### src/rtl/uart_pkg.sv
// Shared UART definitions: frame width, default bit period and receiver states.
// The transmitter imports this package as well.
`timescale 1ns/1ps
package uart_pkg;

  localparam int UART_DATA_BITS    = 8;
  localparam int UART_CLKS_PER_BIT = 16;

  typedef enum logic [2:0] {
    IDLE,
    START,
    DATA,
    STOP,
    BREAK
  } uart_rx_state_t;

endpackage

### src/rtl/sync_2ff.sv
// Two-flop synchronizer for a single asynchronous input.
// The reset value is a parameter so idle-high lines do not glitch out of reset.
`timescale 1ns/1ps
module sync_2ff #(
  parameter logic RESET_VAL = 1'b0
) (
  input  logic clk,
  input  logic reset,
  input  logic d,
  output logic q
);

  logic meta_q;
  logic sync_q;

  always_ff @(posedge clk) begin
    if (reset) begin
      meta_q <= RESET_VAL;
      sync_q <= RESET_VAL;
    end else begin
      meta_q <= d;
      sync_q <= meta_q;
    end
  end

  assign q = sync_q;

endmodule

### src/rtl/uart_rx.sv
// 8N1 UART receiver: centre-of-bit sampling of a synchronized line.
// Good frames strobe data_valid; a low stop bit strobes frame_error instead.
`timescale 1ns/1ps
module uart_rx
  import uart_pkg::*;
#(
  parameter int CLKS_PER_BIT = UART_CLKS_PER_BIT
) (
  input  logic                      clk,
  input  logic                      reset,
  input  logic                      rx,
  output logic [UART_DATA_BITS-1:0] data_out,
  output logic                      data_valid,
  output logic                      rx_busy,
  output logic                      frame_error
);

  localparam int               CNT_W    = $clog2(CLKS_PER_BIT);
  localparam logic [CNT_W-1:0] CNT_HALF = CNT_W'(CLKS_PER_BIT / 2 - 1);
  localparam logic [CNT_W-1:0] CNT_FULL = CNT_W'(CLKS_PER_BIT - 1);
  localparam logic [2:0]       LAST_BIT = 3'(UART_DATA_BITS - 1);

  logic                      rx_s;
  uart_rx_state_t            state_q, state_d;
  logic [CNT_W-1:0]          cnt_q, cnt_d;
  logic [2:0]                bit_idx_q, bit_idx_d;
  logic [UART_DATA_BITS-1:0] shift_q, shift_d;
  logic [UART_DATA_BITS-1:0] data_out_q, data_out_d;
  logic                      data_valid_q, data_valid_d;
  logic                      frame_error_q, frame_error_d;

  sync_2ff #(
    .RESET_VAL(1'b1)
  ) u_rx_sync (
    .clk  (clk),
    .reset(reset),
    .d    (rx),
    .q    (rx_s)
  );

  always_ff @(posedge clk) begin
    if (reset) begin
      state_q       <= IDLE;
      cnt_q         <= '0;
      bit_idx_q     <= '0;
      shift_q       <= '0;
      data_out_q    <= '0;
      data_valid_q  <= 1'b0;
      frame_error_q <= 1'b0;
    end else begin
      state_q       <= state_d;
      cnt_q         <= cnt_d;
      bit_idx_q     <= bit_idx_d;
      shift_q       <= shift_d;
      data_out_q    <= data_out_d;
      data_valid_q  <= data_valid_d;
      frame_error_q <= frame_error_d;
    end
  end

  always_comb begin
    state_d       = state_q;
    cnt_d         = cnt_q + 1'b1;
    bit_idx_d     = bit_idx_q;
    shift_d       = shift_q;
    data_out_d    = data_out_q;
    data_valid_d  = 1'b0;
    frame_error_d = 1'b0;

    case (state_q)
      IDLE: begin
        cnt_d = '0;
        if (!rx_s) state_d = START;
      end
      // Re-check the line half a bit in so short low glitches are dropped.
      START: begin
        if (cnt_q == CNT_HALF) begin
          cnt_d = '0;
          if (!rx_s) begin
            state_d   = DATA;
            bit_idx_d = '0;
          end else begin
            state_d = IDLE;
          end
        end
      end
      DATA: begin
        if (cnt_q == CNT_FULL) begin
          cnt_d            = '0;
          shift_d[bit_idx_q] = rx_s;
          if (bit_idx_q == LAST_BIT) state_d = STOP;
          else                       bit_idx_d = bit_idx_q + 3'd1;
        end
      end
      // Leaving mid stop bit lets an immediately following start edge be seen.
      STOP: begin
        if (cnt_q == CNT_FULL) begin
          cnt_d = '0;
          if (rx_s) begin
            data_out_d   = shift_q;
            data_valid_d = 1'b1;
            state_d      = IDLE;
          end else begin
            frame_error_d = 1'b1;
            state_d       = BREAK;
          end
        end
      end
      BREAK: begin
        if (rx_s) state_d = IDLE;
      end
      default: state_d = IDLE;
    endcase
  end

  assign data_out    = data_out_q;
  assign data_valid  = data_valid_q;
  assign frame_error = frame_error_q;
  assign rx_busy     = (state_q != IDLE);

endmodule

### config.mk
export PLATFORM = sky130hd
export DESIGN_NAME = uart_rx
export DESIGN_NICKNAME = d
export VERILOG_FILES = /design/src/rtl/uart_pkg.sv /design/src/rtl/sync_2ff.sv /design/src/rtl/uart_rx.sv
export SDC_FILE = /design/constraint.sdc
export NUM_CORES = 1
export LEC_CHECK = 0
export ABC_AREA = 1
export BUFFER_PORTS_ARGS = -buffer_cell sky130_fd_sc_hd__buf_2
export CAP_MARGIN = 20
export CORE_ASPECT_RATIO = 1.4
export CORE_MARGIN = 3
export CORE_UTILIZATION = 50
export DETAILED_ROUTE_END_ITERATION = 7
export GPL_ROUTABILITY_DRIVEN = 1
export GPL_TIMING_DRIVEN = 0
export PLACE_DENSITY = 0.69
export SETUP_SLACK_MARGIN = 0.1
export SYNTH_ARGS = -nofsm -noshare
export SYNTH_HDL_FRONTEND = slang
export SYNTH_SLANG_ARGS = --single-unit
### constraint.sdc
create_clock -name clk -period 1.9 [get_ports clk]
set_input_delay 0.38 -clock clk [delete_from_list [all_inputs] [get_ports clk]]
set_output_delay 0.38 -clock clk [all_outputs]
set_load 0.03 [all_outputs]
=== Word-level counts from Yosys, hierarchy flattened ===
Index checks and enable logic that the tools add are counted.
W data, S select, Z words.

* Bits in registers: 30
* Input bits: 3
* Output and inout bits: 11
* Word-level logic and storage cells: 62

* Add/sub/neg operators: 2
* Magnitude comparators: 2
* Eq/ne operators: 15
* Muxes and demuxes: 22
* Bitwise operators: 2
* Reduce and logical (&&, ||, !) cells: 10

{| class="wikitable"
|+ Operators by type and width
! operator !! number
|-
| $mux W3 || 11
|-
| $pmux W3 S5 || 1
|-
| $ne A2 B2 Y1 const B || 7
|-
| $pmux W4 S3 || 1
|-
| $bwmux W8 || 1
|-
| $mux W4 || 2
|-
| $eq A3 B2 Y1 const B || 2
|-
| $eq A3 B3 Y1 const B || 2
|-
| $pmux W3 S2 || 1
|-
| $reduce_and A6 Y1 || 1
|-
| $reduce_and A5 Y1 || 1
|-
| $add A4 B1 Y4 const B || 1
|-
| $eq A4 B3 Y1 const B || 1
|-
| $eq A4 B4 Y1 const B || 1
|-
| $lt A3 B4 Y1 const B || 1
|-
| $add A3 B1 Y3 const B || 1
|-
| $demux W1 S3 || 1
|-
| $eq A3 B1 Y1 const B || 1
|-
| $ge A3 B1 Y1 const B || 1
|-
| $logic_not A3 Y1 || 1
|-
| $mux W1 || 3
|-
| $reduce_and A3 Y1 || 1
|-
| $reduce_bool A3 Y1 || 1
|-
| $reduce_or A3 Y1 || 1
|-
| other kinds (7) || 8
|}

=== Longest topological paths before layout ===
* Depth in word-level cells: 5
* Depth in mapped cells: 9
* Mapped depth without buffers: 9

=== Modules after synthesis ===
From an unflattened synthesis, not the netlist that was laid out.

* Cells, all modules: 197
* Area, all modules: 1,387.6 µm²

{| class="wikitable"
|+ By module, submodules not included
! module !! instances !! cells each !! area each (µm²) !! sequential area each (µm²)
|-
| uart_rx || 1 || 190 || 1,328.8 || 560.5
|-
| sync_2ff || 1 || 7 || 58.8 || 40.0
|}

=== Worst setup path after synthesis ===
No wires, ideal clock.

* Kind: register to register
* Start point: reg cnt_q[0]
* End point: reg data_out_q[0] (netlist: data_out[0])
* Setup time: 0.116 ns
* Arrival time: 1.205 ns
* Required time: 1.784 ns
* Path slack: 0.579 ns
* Cell stages (with the launch flop): 7
* Buffers on the path: 0
* Period minus slack after synthesis: 1.321 ns
* Cells stage by stage: dfxtp_1 -> ha_1 -> nand3_2 -> nor3_4 -> inv_2 -> nor2_1 -> nor2_1

* Word-level cells in the longest chain between the ends: 2

{| class="wikitable"
|+ RTL lines
! element !! RTL line !! RTL
|-
| start: declaration || uart_rx.sv:25 || <nowiki>logic [CNT_W-1:0] cnt_q, cnt_d;</nowiki>
|-
| start signal: assignment || uart_rx.sv:52 || <nowiki>cnt_q <= cnt_d;</nowiki>
|-
| $eq A4 B4 Y1 || uart_rx.sv:97 || <nowiki>if (cnt_q == CNT_FULL) begin</nowiki>
|-
| $reduce_and A3 Y1 (no source line) || - ||
|-
| end signal: assignment || uart_rx.sv:55 || <nowiki>data_out_q <= data_out_d;</nowiki>
|-
| end: declaration || uart_rx.sv:28 || <nowiki>logic [UART_DATA_BITS-1:0] data_out_q, data_out_d;</nowiki>
|}

No other way between the ends.
A chain may end at the register's enable or synchronous reset.

=== Final worst setup path ===
* Start point: reg state_q[1]
* End point: out rx_busy

* Word-level cells in the longest chain between the ends: 1

{| class="wikitable"
|+ RTL lines
! element !! RTL line !! RTL
|-
| start: declaration || uart_rx.sv:24 || <nowiki>uart_rx_state_t state_q, state_d;</nowiki>
|-
| start signal: assignment || uart_rx.sv:51 || <nowiki>state_q <= state_d;</nowiki>
|-
| $reduce_bool A3 Y1 || uart_rx.sv:119 || <nowiki>assign rx_busy = (state_q != IDLE);</nowiki>
|-
| end: declaration || uart_rx.sv:14 || <nowiki>output logic rx_busy,</nowiki>
|}

No other way between the ends.

==> reports/metrics.yaml <==
run_status:
  outcome: "finished, final reports clean"
timing:
  min_period_ps: 1703
  fin_crit_sh_pct: 89.61
  setup_viol: 0
  clock_skew_ps: 6.538
  tns_ps: 0
  slew_violations: 0
  clock.fmax_mhz: 587.4
  worst_pin_slew_ps: 367.8
  hold_viol_final: 0
  rsz0062_at_grt: "no"
  relSlewSlack_pct: 75.40
  hold_ws_ps: 224.2
global_routing:
  grt_pass1_vias: 1189
  grt_pass1_wl_mm: 4.954
  grt_util_all_layers_pct: 19.15
  antenna_found_initial: 0
  grt_max_degree: 11
  grt_overflow: 0
setup_path:
  critPathMaxFanout: 8
  cp-start-kind: "flop"
  crit_required_ps: 1520
  path_class: "reg2out"
  max_stage_delay_ps: 310
  crit_top_cell: "inv_1"
  path_cells: "buf_4, inv_1, nand2_1, nor2_2, inv_1, buf_2"
  cp_num_buf_inv: 4
  critPathTopFamily: "buffers and inverters"
  end_kind: "output port"
  arrival_ps: 1320
  crit_slowest_cell: "dfxtp_1"
synthesis:
  avgSynthCellArea_sq_um: 7.165
  yosysTopAreaCellShare_pct: 43.20
  yosysTopAreaCell: "dfxtp_1"
  synth-seq-cells: 30
  synth.distinct_cells: 25
  async_reset_ff_share_pct: 0
  netlist_top_cells_count: "nor2_1 (47), dfxtp_1 (30), nand2_1 (28)"
  synth_nets: 200
  ys_seq_area_share_pct: 43.20
  yosys_warnings: 0
  syn_inst: 194
  synth_top_family_by_area: "simple AND/OR/NAND/NOR gates"
  synth-simple-area-share_pct: 36.09
  synthTopCellsByArea: "dfxtp_1 (43%), nor2_1 (13%), nand2_1 (7.6%), o21ai_0 (6.5%), nand3_1 (6.1%)"
  synth_ff_type: "dfxtp_1"
  synth_compound_area_share_pct: 10.98
  synth.area.mux_share_pct: 0
  synth-xor-area-share_pct: 0
  synth-edff-count: 0
  synthAdderAreaFrac_pct: 2.700
  syn_area_sq_mm: 0.001390
  synth_most_common_cell: "nor2_1"
detailed_routing:
  wire_per_inst_microns: 11.36
  drtAntennaViolNets: 0
  drc_errors: 0
  vias: 1268
  drtIter0Drc: 25
  dr.pass1.iters: 4
  wl_mm: 2.851
  vias_per_cell: 5.052
clock_tree:
  cts_root_buffer: "clkbuf_4"
  clock_latency_ps: 330
  cts_tree: "built"
  cts.sinks: 30
  htreeDepth: 2
  max-clock-path-buffers: 2
  clk_pin_slew_ps: 100
  cts_buffers: 5
place:
  postPlaceCellArea_sq_mm: 0.001500
  io_buffer_count: 13
  dpl.hpwl_mm: 2.146
  gp_congestion: 0.9325
finish:
  drive_gt1_share_pct: 18.14
  diodes: 0
  fillers: 265
  multi_input_area_sq_um: 694.4
  final_area_sq_mm: 0.001568
  nets: 220
  register_area_sq_um: 601.8
  area_growth_pct: 12.78
floorplanning:
  core_area_sq_mm: 0.002643
  die_w_microns: 50.56
  boundaryPins: 14
  die_area_sq_mm: 0.003458
  die_h_microns: 68.39
  start_util_pct: 52.60
  rows: 22
power:
  leakage_nw: 0.7374
  ir_drop_mv: 0.5616
  power.total_w: 0.001850
  p_per_area_mw_per_mm2: 1180
run:
  max_cap_viol_count: 0
hold_path:
  min_path_type: "in2reg"
logic make-up (layout without fill, tap and decap cells):
kind of cell | count (synthesis) | count (layout)
AO/OA/AOI/OAI | 29 | 29
adder cells (fa/ha/maj) | 3 | 3
buffers and inverters | 23 | 44
flip-flops | 30 | 30
AND/OR/NAND/NOR | 109 | 109
through the flow:
step | setup slack, ps | instances | utilization (%)
2_1_floorplan | 578.9 | 194 | -
3_3_place_gp | 306.4 | 243 | 56.77
3_5_place_dp | 290.3 | 243 | 56.77
4_1_cts | 158.8 | 251 | 59.19
5_1_grt | 103.5 | 251 | 59.33
6_report | 197.5 | 251 | 59.33
final timing paths:
check,start,to,slack [ps],cells past startpoint
max reg2reg,cnt_q[0]$_SDFF_PP0_,shift_q[3]$_SDFFE_PP0P_,320,7
min reg2reg,u_rx_sync.meta_q$_SDFF_PP1_,u_rx_sync.q$_SDFF_PP1_,420,1
min,rx,u_rx_sync.meta_q$_SDFF_PP1_,220,2
max,state_q[1]$_SDFFE_PP0P_,rx_busy,200,6
sequential cells by signal, summed over array words and instances (netlist names):
signal            flops
data_out              8
data_valid            1
frame_error           1
bit_idx_q             3
cnt_q                 4
u_rx_sync.q           1
u_rx_sync.meta_q      1
state_q               3
shift_q               8
power by group:
group          internal (W)  switching [W]  total [W]
clock network      0.000178       0.000226   0.000404
logic              0.000226       0.000440   0.000666
registers          0.000693      0.0000878   0.000781
total               0.00110       0.000754    0.00185
timing repair:
| item | CTS | global route |
|---|---|---|
| hold endpoints to repair | 0 | 0 |
| resized for setup | 0 | 2 |
| setup endpoints to repair | 0 | 3 |
| hold buffers | 0 | 0 |
| setup buffers | 0 | 0 |
routing by layer:
layer / global-route usage (%) / part of all wire (%) / up-vias
met5: 0 / 0 / -
met4: 8.081 / 2.0 / 0
met3: 6.100 / 3.7 / 8
met2: 36.27 / 50 / 18
met1: 19.09 / 44 / 577
li1: - / - / 665
cell type report:
class	count	area share, %
Timing Repair Buffer	13	4.150
Sequential cell	30	38.39
Clock inverter	2	0.7981
Buffer	3	1.437
Clock buffer	6	3.272
Tap cell	36	2.873
Multi-Input combinational cell	141	44.29
Inverter	20	4.789
placed cells by master, fill, tap and decap left out, types with 5 or more instances in the layout:
| cell | instances |
|---|---|
| a21oi_1 | 8 |
| buf_2 | 13 |
| clkbuf_4 | 5 |
| dfxtp_1 | 29 |
| inv_1 | 17 |
| nand2_1 | 28 |
| nand3_1 | 17 |
| nor2_1 | 46 |
| nor3_1 | 5 |
| o21ai_0 | 18 |
Power figures use the tool's default switching activity.
